<file path="src/rtl/modexp_ctrl.sv">
// rtl/modexp_ctrl.sv - right-to-left square-and-multiply modexp controller driving an external modulo reducer
// Optional feature: define MODEXP_OPCOUNT_EN to add the op_count output.
module modexp_ctrl #(
    parameter int DATA_WIDTH = 8
) (
    input  logic                      clk,
    input  logic                      reset,
    input  logic                      start,
    input  logic [DATA_WIDTH-1:0]     base,
    input  logic [DATA_WIDTH-1:0]     exponent,
    input  logic [DATA_WIDTH-1:0]     modulus,
    output logic [DATA_WIDTH-1:0]     result,
    output logic                      done,
    output logic                      busy,
    output logic                      mod_start,
    output logic [2*DATA_WIDTH-1:0]   mod_a,
    output logic [2*DATA_WIDTH-1:0]   mod_m,
    input  logic [2*DATA_WIDTH-1:0]   mod_out,
    input  logic                      mod_done
`ifdef MODEXP_OPCOUNT_EN
    ,
    output logic [7:0]                op_count
`endif
);

    typedef enum logic [2:0] {S_IDLE, S_INIT, S_ISSUE, S_WAIT, S_STEP, S_DONE} state_t;
    typedef enum logic [1:0] {OP_RED_BASE, OP_MUL, OP_SQR} op_t;

    state_t state, state_nx;
    op_t    op;

    logic [DATA_WIDTH-1:0]   acc, b, e, mod_q;
    logic                    wait_first;
    logic                    accept;
    logic                    latch;
    logic                    step_mul;
    logic                    step_finish;
    logic [2*DATA_WIDTH-1:0] acc_x, b_x;
    logic                    unused_mod_out_hi;

    assign accept    = start && (state == S_IDLE || state == S_DONE);
    // The reducer's done is still high from the previous op during the first WAIT cycle.
    assign latch     = (state == S_WAIT) && !wait_first && mod_done;
    assign step_mul  = e[0] && (op != OP_MUL);
    assign step_finish = (e == '0) || (!step_mul && (e[DATA_WIDTH-1:1] == '0));

    assign acc_x = {{DATA_WIDTH{1'b0}}, acc};
    assign b_x   = {{DATA_WIDTH{1'b0}}, b};
    assign mod_m = {{DATA_WIDTH{1'b0}}, mod_q};
    assign unused_mod_out_hi = |mod_out[2*DATA_WIDTH-1:DATA_WIDTH];

    always_ff @(posedge clk) begin
        if (reset) state <= S_IDLE;
        else       state <= state_nx;
    end

    always_comb begin
        state_nx  = state;
        mod_start = 1'b0;
        busy      = 1'b0;
        done      = 1'b0;
        case (state)
            S_IDLE: if (start) state_nx = S_INIT;
            S_DONE: begin
                done = 1'b1;
                if (start) state_nx = S_INIT;
            end
            S_INIT: begin
                busy     = 1'b1;
                state_nx = (mod_q <= 1) ? S_DONE : S_ISSUE;
            end
            S_ISSUE: begin
                busy      = 1'b1;
                mod_start = 1'b1;
                state_nx  = S_WAIT;
            end
            S_WAIT: begin
                busy = 1'b1;
                if (latch) state_nx = S_STEP;
            end
            S_STEP: begin
                busy     = 1'b1;
                state_nx = step_finish ? S_DONE : S_ISSUE;
            end
            default: state_nx = S_IDLE;
        endcase
    end

    always_ff @(posedge clk) begin
        if (reset) begin
            acc        <= '0;
            b          <= '0;
            e          <= '0;
            mod_q      <= '0;
            op         <= OP_RED_BASE;
            mod_a      <= '0;
            result     <= '0;
            wait_first <= 1'b0;
        end else begin
            case (state)
                S_IDLE, S_DONE: begin
                    if (start) begin
                        b     <= base;
                        e     <= exponent;
                        mod_q <= modulus;
                    end
                end
                S_INIT: begin
                    if (mod_q <= 1) begin
                        result <= '0;
                    end else begin
                        acc   <= 1;
                        op    <= OP_RED_BASE;
                        mod_a <= b_x;
                    end
                end
                S_ISSUE: wait_first <= 1'b1;
                S_WAIT: begin
                    wait_first <= 1'b0;
                    if (latch) begin
                        case (op)
                            OP_MUL: acc <= mod_out[DATA_WIDTH-1:0];
                            OP_SQR: begin
                                b <= mod_out[DATA_WIDTH-1:0];
                                e <= e >> 1;
                            end
                            default: b <= mod_out[DATA_WIDTH-1:0];
                        endcase
                    end
                end
                S_STEP: begin
                    if (step_finish) begin
                        result <= acc;
                    end else if (step_mul) begin
                        op    <= OP_MUL;
                        mod_a <= acc_x * b_x;
                    end else begin
                        op    <= OP_SQR;
                        mod_a <= b_x * b_x;
                    end
                end
                default: ;
            endcase
        end
    end

`ifdef MODEXP_OPCOUNT_EN
    always_ff @(posedge clk) begin
        if (reset || accept)
            op_count <= '0;
        else if (mod_start && op_count != 8'hFF)
            op_count <= op_count + 8'd1;
    end
`endif

endmodule

</file>
<file path="config.mk">
export PLATFORM = sky130hd
export DESIGN_NAME = modexp_ctrl
export DESIGN_NICKNAME = d
export VERILOG_FILES = /design/src/rtl/modexp_ctrl.sv
export SDC_FILE = /design/constraint.sdc
export NUM_CORES = 1
export LEC_CHECK = 0
export ABC_AREA = 1
export CAP_MARGIN = 5
export CORE_MARGIN = 10
export CORE_UTILIZATION = 35
export DETAILED_ROUTE_END_ITERATION = 12
export PLACE_DENSITY = 0.55
export SLEW_MARGIN = 20
export SYNTH_ARGS = -nofsm -noshare
export SYNTH_HDL_FRONTEND = slang
export SYNTH_SLANG_ARGS = --single-unit
export TNS_END_PERCENT = 1
</file>
<file path="constraint.sdc">
create_clock -name clk -period 4.1 [get_ports clk]
set_input_delay 0.82 -clock clk [delete_from_list [all_inputs] [get_ports clk]]
set_output_delay 0.82 -clock clk [all_outputs]
set_load 0.005 [all_outputs]
</file>
==> flow_metrics.py <==
metrics = {
    "status": {
        "status": "completed",
    },
    "worst_setup_path": {
        "cp_top_family": "adder cells",
        "path_buf_inv": 5,
        "cpMaxStageDelayCell": "fa_1",
        "path_cells": "nand2_2 > fa_1 > inv_1 > fa_1 > fa_1 > inv_1 > fa_1 > inv_1 > ha_4 > nand2_1 > inv_1 > nand2_1 > nand2_1 > buf_4 > nand2_1 > nand3_1 > nand2_1 > nand3_2 > nand3_2 > a21oi_1",
        "max_stage_delay_ns": 0.53,
        "cp.required_ns": 4.36,
        "worstSetupPathType": "register to register",
        "cpMostUsedCell": "nand2_1",
        "end_kind": "register",
        "worstSetupStartpointType": "register",
        "path_max_fanout": 8,
        "arrival_ns": 4.20,
    },
    "clock_tree": {
        "cts_made_buffers": 9,
        "h-tree-depth": 3,
        "root_buffer": "clkbuf_16",
        "cts.sinks": 62,
        "cts_tree": "built",
        "cts_buffer_depth": 2,
        "hold_buffers": 0,
        "insertion_delay_ns": 0.33,
        "clk_pin_slew_ns": 0.06,
    },
    "power_and_ir_drop": {
        "p_sw_share_pct": 47.16,
        "p_leak_nw": 4.952,
        "seq_power_share_pct": 19.7,
        "powerDensity_mw_per_mm2": 561.1,
        "total_power_mw": 5.029,
        "p_sw_mw": 2.372,
        "vdd_drop_max_v": 0.0004179,
        "pwr-share-comb_pct": 65.1,
        "power_frac_clock_pct": 15.2,
        "p_int_mw": 2.657,
    },
    "logic_synthesis": {
        "syn_avg_cell_area_um2": 6.707,
        "ys_warn_count": 0,
        "synth_top_area_cell": "dfxtp_1",
        "synth-edff-count": 0,
        "synthTopCellsByCount": "nand2_1, inv_1, a21oi_1, ha_1, nor2_1",
        "synthTopCellsByArea": "dfxtp_1, fa_1, nand2_1",
        "synthDominantCellAreaShare_pct": 17.54,
        "synth_cells": 1055,
        "yosysMostFrequentCell": "nand2_1",
        "ys.flop_type": "dfxtp_1",
        "synth_area_mm2": 0.007076,
        "synth_cell_type_count": 39,
        "synth_seq_cells": 62,
        "ys_seq_area_share_pct": 17.54,
        "synth-async-reset-ratio_pct": 0,
    },
    "cells_and_area": {
        "stdcell_area_mm2": 0.008964,
        "insertedDiodeCount": 0,
        "fin_nets": 1336,
        "syn_to_final_growth_pct": 26.68,
        "drive_gt1_share_pct": 14.36,
    },
    "place": {
        "placement.io_buffers": 70,
        "gp_congestion": 0.8918,
        "dpl.hpwl_um": 16510,
        "dpl_cell_area_mm2": 0.008406,
    },
    "timing": {
        "fmax_mhz": 253.7,
        "hold_violations": 0,
        "slew_viol_final": 0,
        "whs_ns": 0.4594,
        "finClkSkew_ns": 0.007447,
        "tightest_slew_ns": 0.8882,
        "min_period_over_period_pct": 96.15,
        "finalSetupViolations": 0,
        "slew_headroom_pct": 40.72,
        "fin_crit_ns": 3.942,
        "rsz0062_at_grt": "yes",
    },
    "drt": {
        "drt_iter0_markers": 251,
        "num_vias": 6586,
        "met3_length_um": 1047,
        "routed_wirelength_um": 19750,
        "viasPerCell": 4.590,
        "drtAntennaViolNets": 0,
        "drc_errors": 0,
        "wl_met2_um": 9596,
        "wl_met1_um": 8830,
        "wl_per_cell_um": 13.77,
        "dr.pass1.iters": 5,
        "top_layer": "met4",
    },
    "global_routing": {
        "grt_pass1_vias": 6678,
        "overflow": 0,
        "antenna_found_initial": 0,
        "grt_pass1_wl_um": 33330,
        "grt_max_degree": 33,
        "grt_util_all_layers_pct": 15.38,
    },
    "worst_hold_path": {
        "hp-class": "register to register",
    },
    "job": {
        "cap_viol_max_count": 0,
    },
    "die": {
        "num_rows": 51,
        "num_io_pins": 87,
        "dieArea_mm2": 0.02630,
        "die_w_um": 162.2,
        "die_h_um": 162.2,
        "core_mm2": 0.01965,
        "initial_core_util_pct": 36.00,
    },
}
[final cells by class]
class,instances,area (um2)
inverter,248,930.9
clock buffer,9,225.2
tap,265,331.6
multi-input combinational,704,4883
timing repair buffer,140,1250
clock inverter,7,75.07
sequential,62,1267
fill,2143,10690
[power by group through the flow]
stage	Combinational, mW	Clock (mW)	Sequential [mW]
finish	3.27	0.765	0.990
floorplan	1.98	0	0.877
CTS	3.24	0.777	0.977
global route	3.72	0.794	1.02
detailed placement	3.08	0	0.979
global placement	3.09	0	0.978
[kinds of logic after synthesis]
kind of cell | Yosys count | share of synthesized area, %
compound gates | 132 | 10.31
buf+inv | 296 | 16.78
simple gates | 427 | 25.15
fa+ha+maj | 127 | 28.93
xor+xnor | 10 | 1.238
other cells | 1 | 0.05300
flops | 62 | 17.54
[worst paths after layout]
path / end / startpoint / slack, ns / cells past startpoint
setup / recovery: mod_a[15] / b[5] / 0.16 / 20
hold / removal: mod_a[9] / mod_a[9] / 0.46 / 2
setup reg to reg: mod_a[15] / b[5] / 0.16 / 20
hold reg to reg: mod_a[9] / mod_a[9] / 0.46 / 2
[sequential cells by signal, indices dropped and copies added, names as in the netlist]
register and count:
acc 8, b 8, e 8, mod_a 16, mod_q 8, op 2, result 8, state 3
wait_first 1
[routing by layer]
| layer | up-vias | global-route usage [%] |
|---|---|---|
| li1 | 3393 | - |
| met1 | 3053 | 18.70 |
| met2 | 121 | 27.46 |
| met3 | 19 | 2.958 |
| met4 | 0 | 3.184 |
| met5 | - | 0 |
[stage by stage]
step,cells,TNS [ns],util [%],worst slack [ns]
2_1_floorplan,1062,0,-,0.003756
3_3_place_gp,1417,-1.428,42.77,-0.2561
3_5_place_dp,1417,-1.594,42.77,-0.2660
4_1_cts,1433,0,44.82,0.02272
5_1_grt,1435,-0.1023,45.61,-0.03659
6_report,1435,0,45.61,0.1578
[placed cells by master (no fill, tap or decap), types with 3 or more instances in the layout]
cell,n
a211oi_1,3
a21oi_1,65
buf_4,67
clkbuf_16,9
clkdlybuf4s50_1,70
clkinvlp_4,3
conb_1,8
dfxtp_1,51
dfxtp_2,6
dfxtp_4,5
fa_1,58
fa_2,3
ha_1,57
ha_4,7
inv_1,237
inv_2,10
nand2_1,258
nand2_2,17
nand3_1,52
nand3_2,9
nand4_1,11
nor2_1,60
nor2_2,7
nor2_4,3
nor3_1,3
o21ai_0,46
o21ai_1,4
xnor2_1,4
xor2_1,6
[worst min-delay path, cell delays in order (launching register included)]
cell,delay [ns]
dfxtp_1,0.31
nand2_1,0.06
a21oi_1,0.05
[timing repair]
| action | 4_1_cts | 5_1_grt |
|---|---|---|
| buffers inserted | 0 | 2 |
| pin swaps | 2 | 25 |
| gates cloned | 0 | 0 |
| setup endpoints to repair | 9 | 10 |
| resized for setup | 21 | 49 |
No activity file was read; power rests on OpenSTA's default activity.
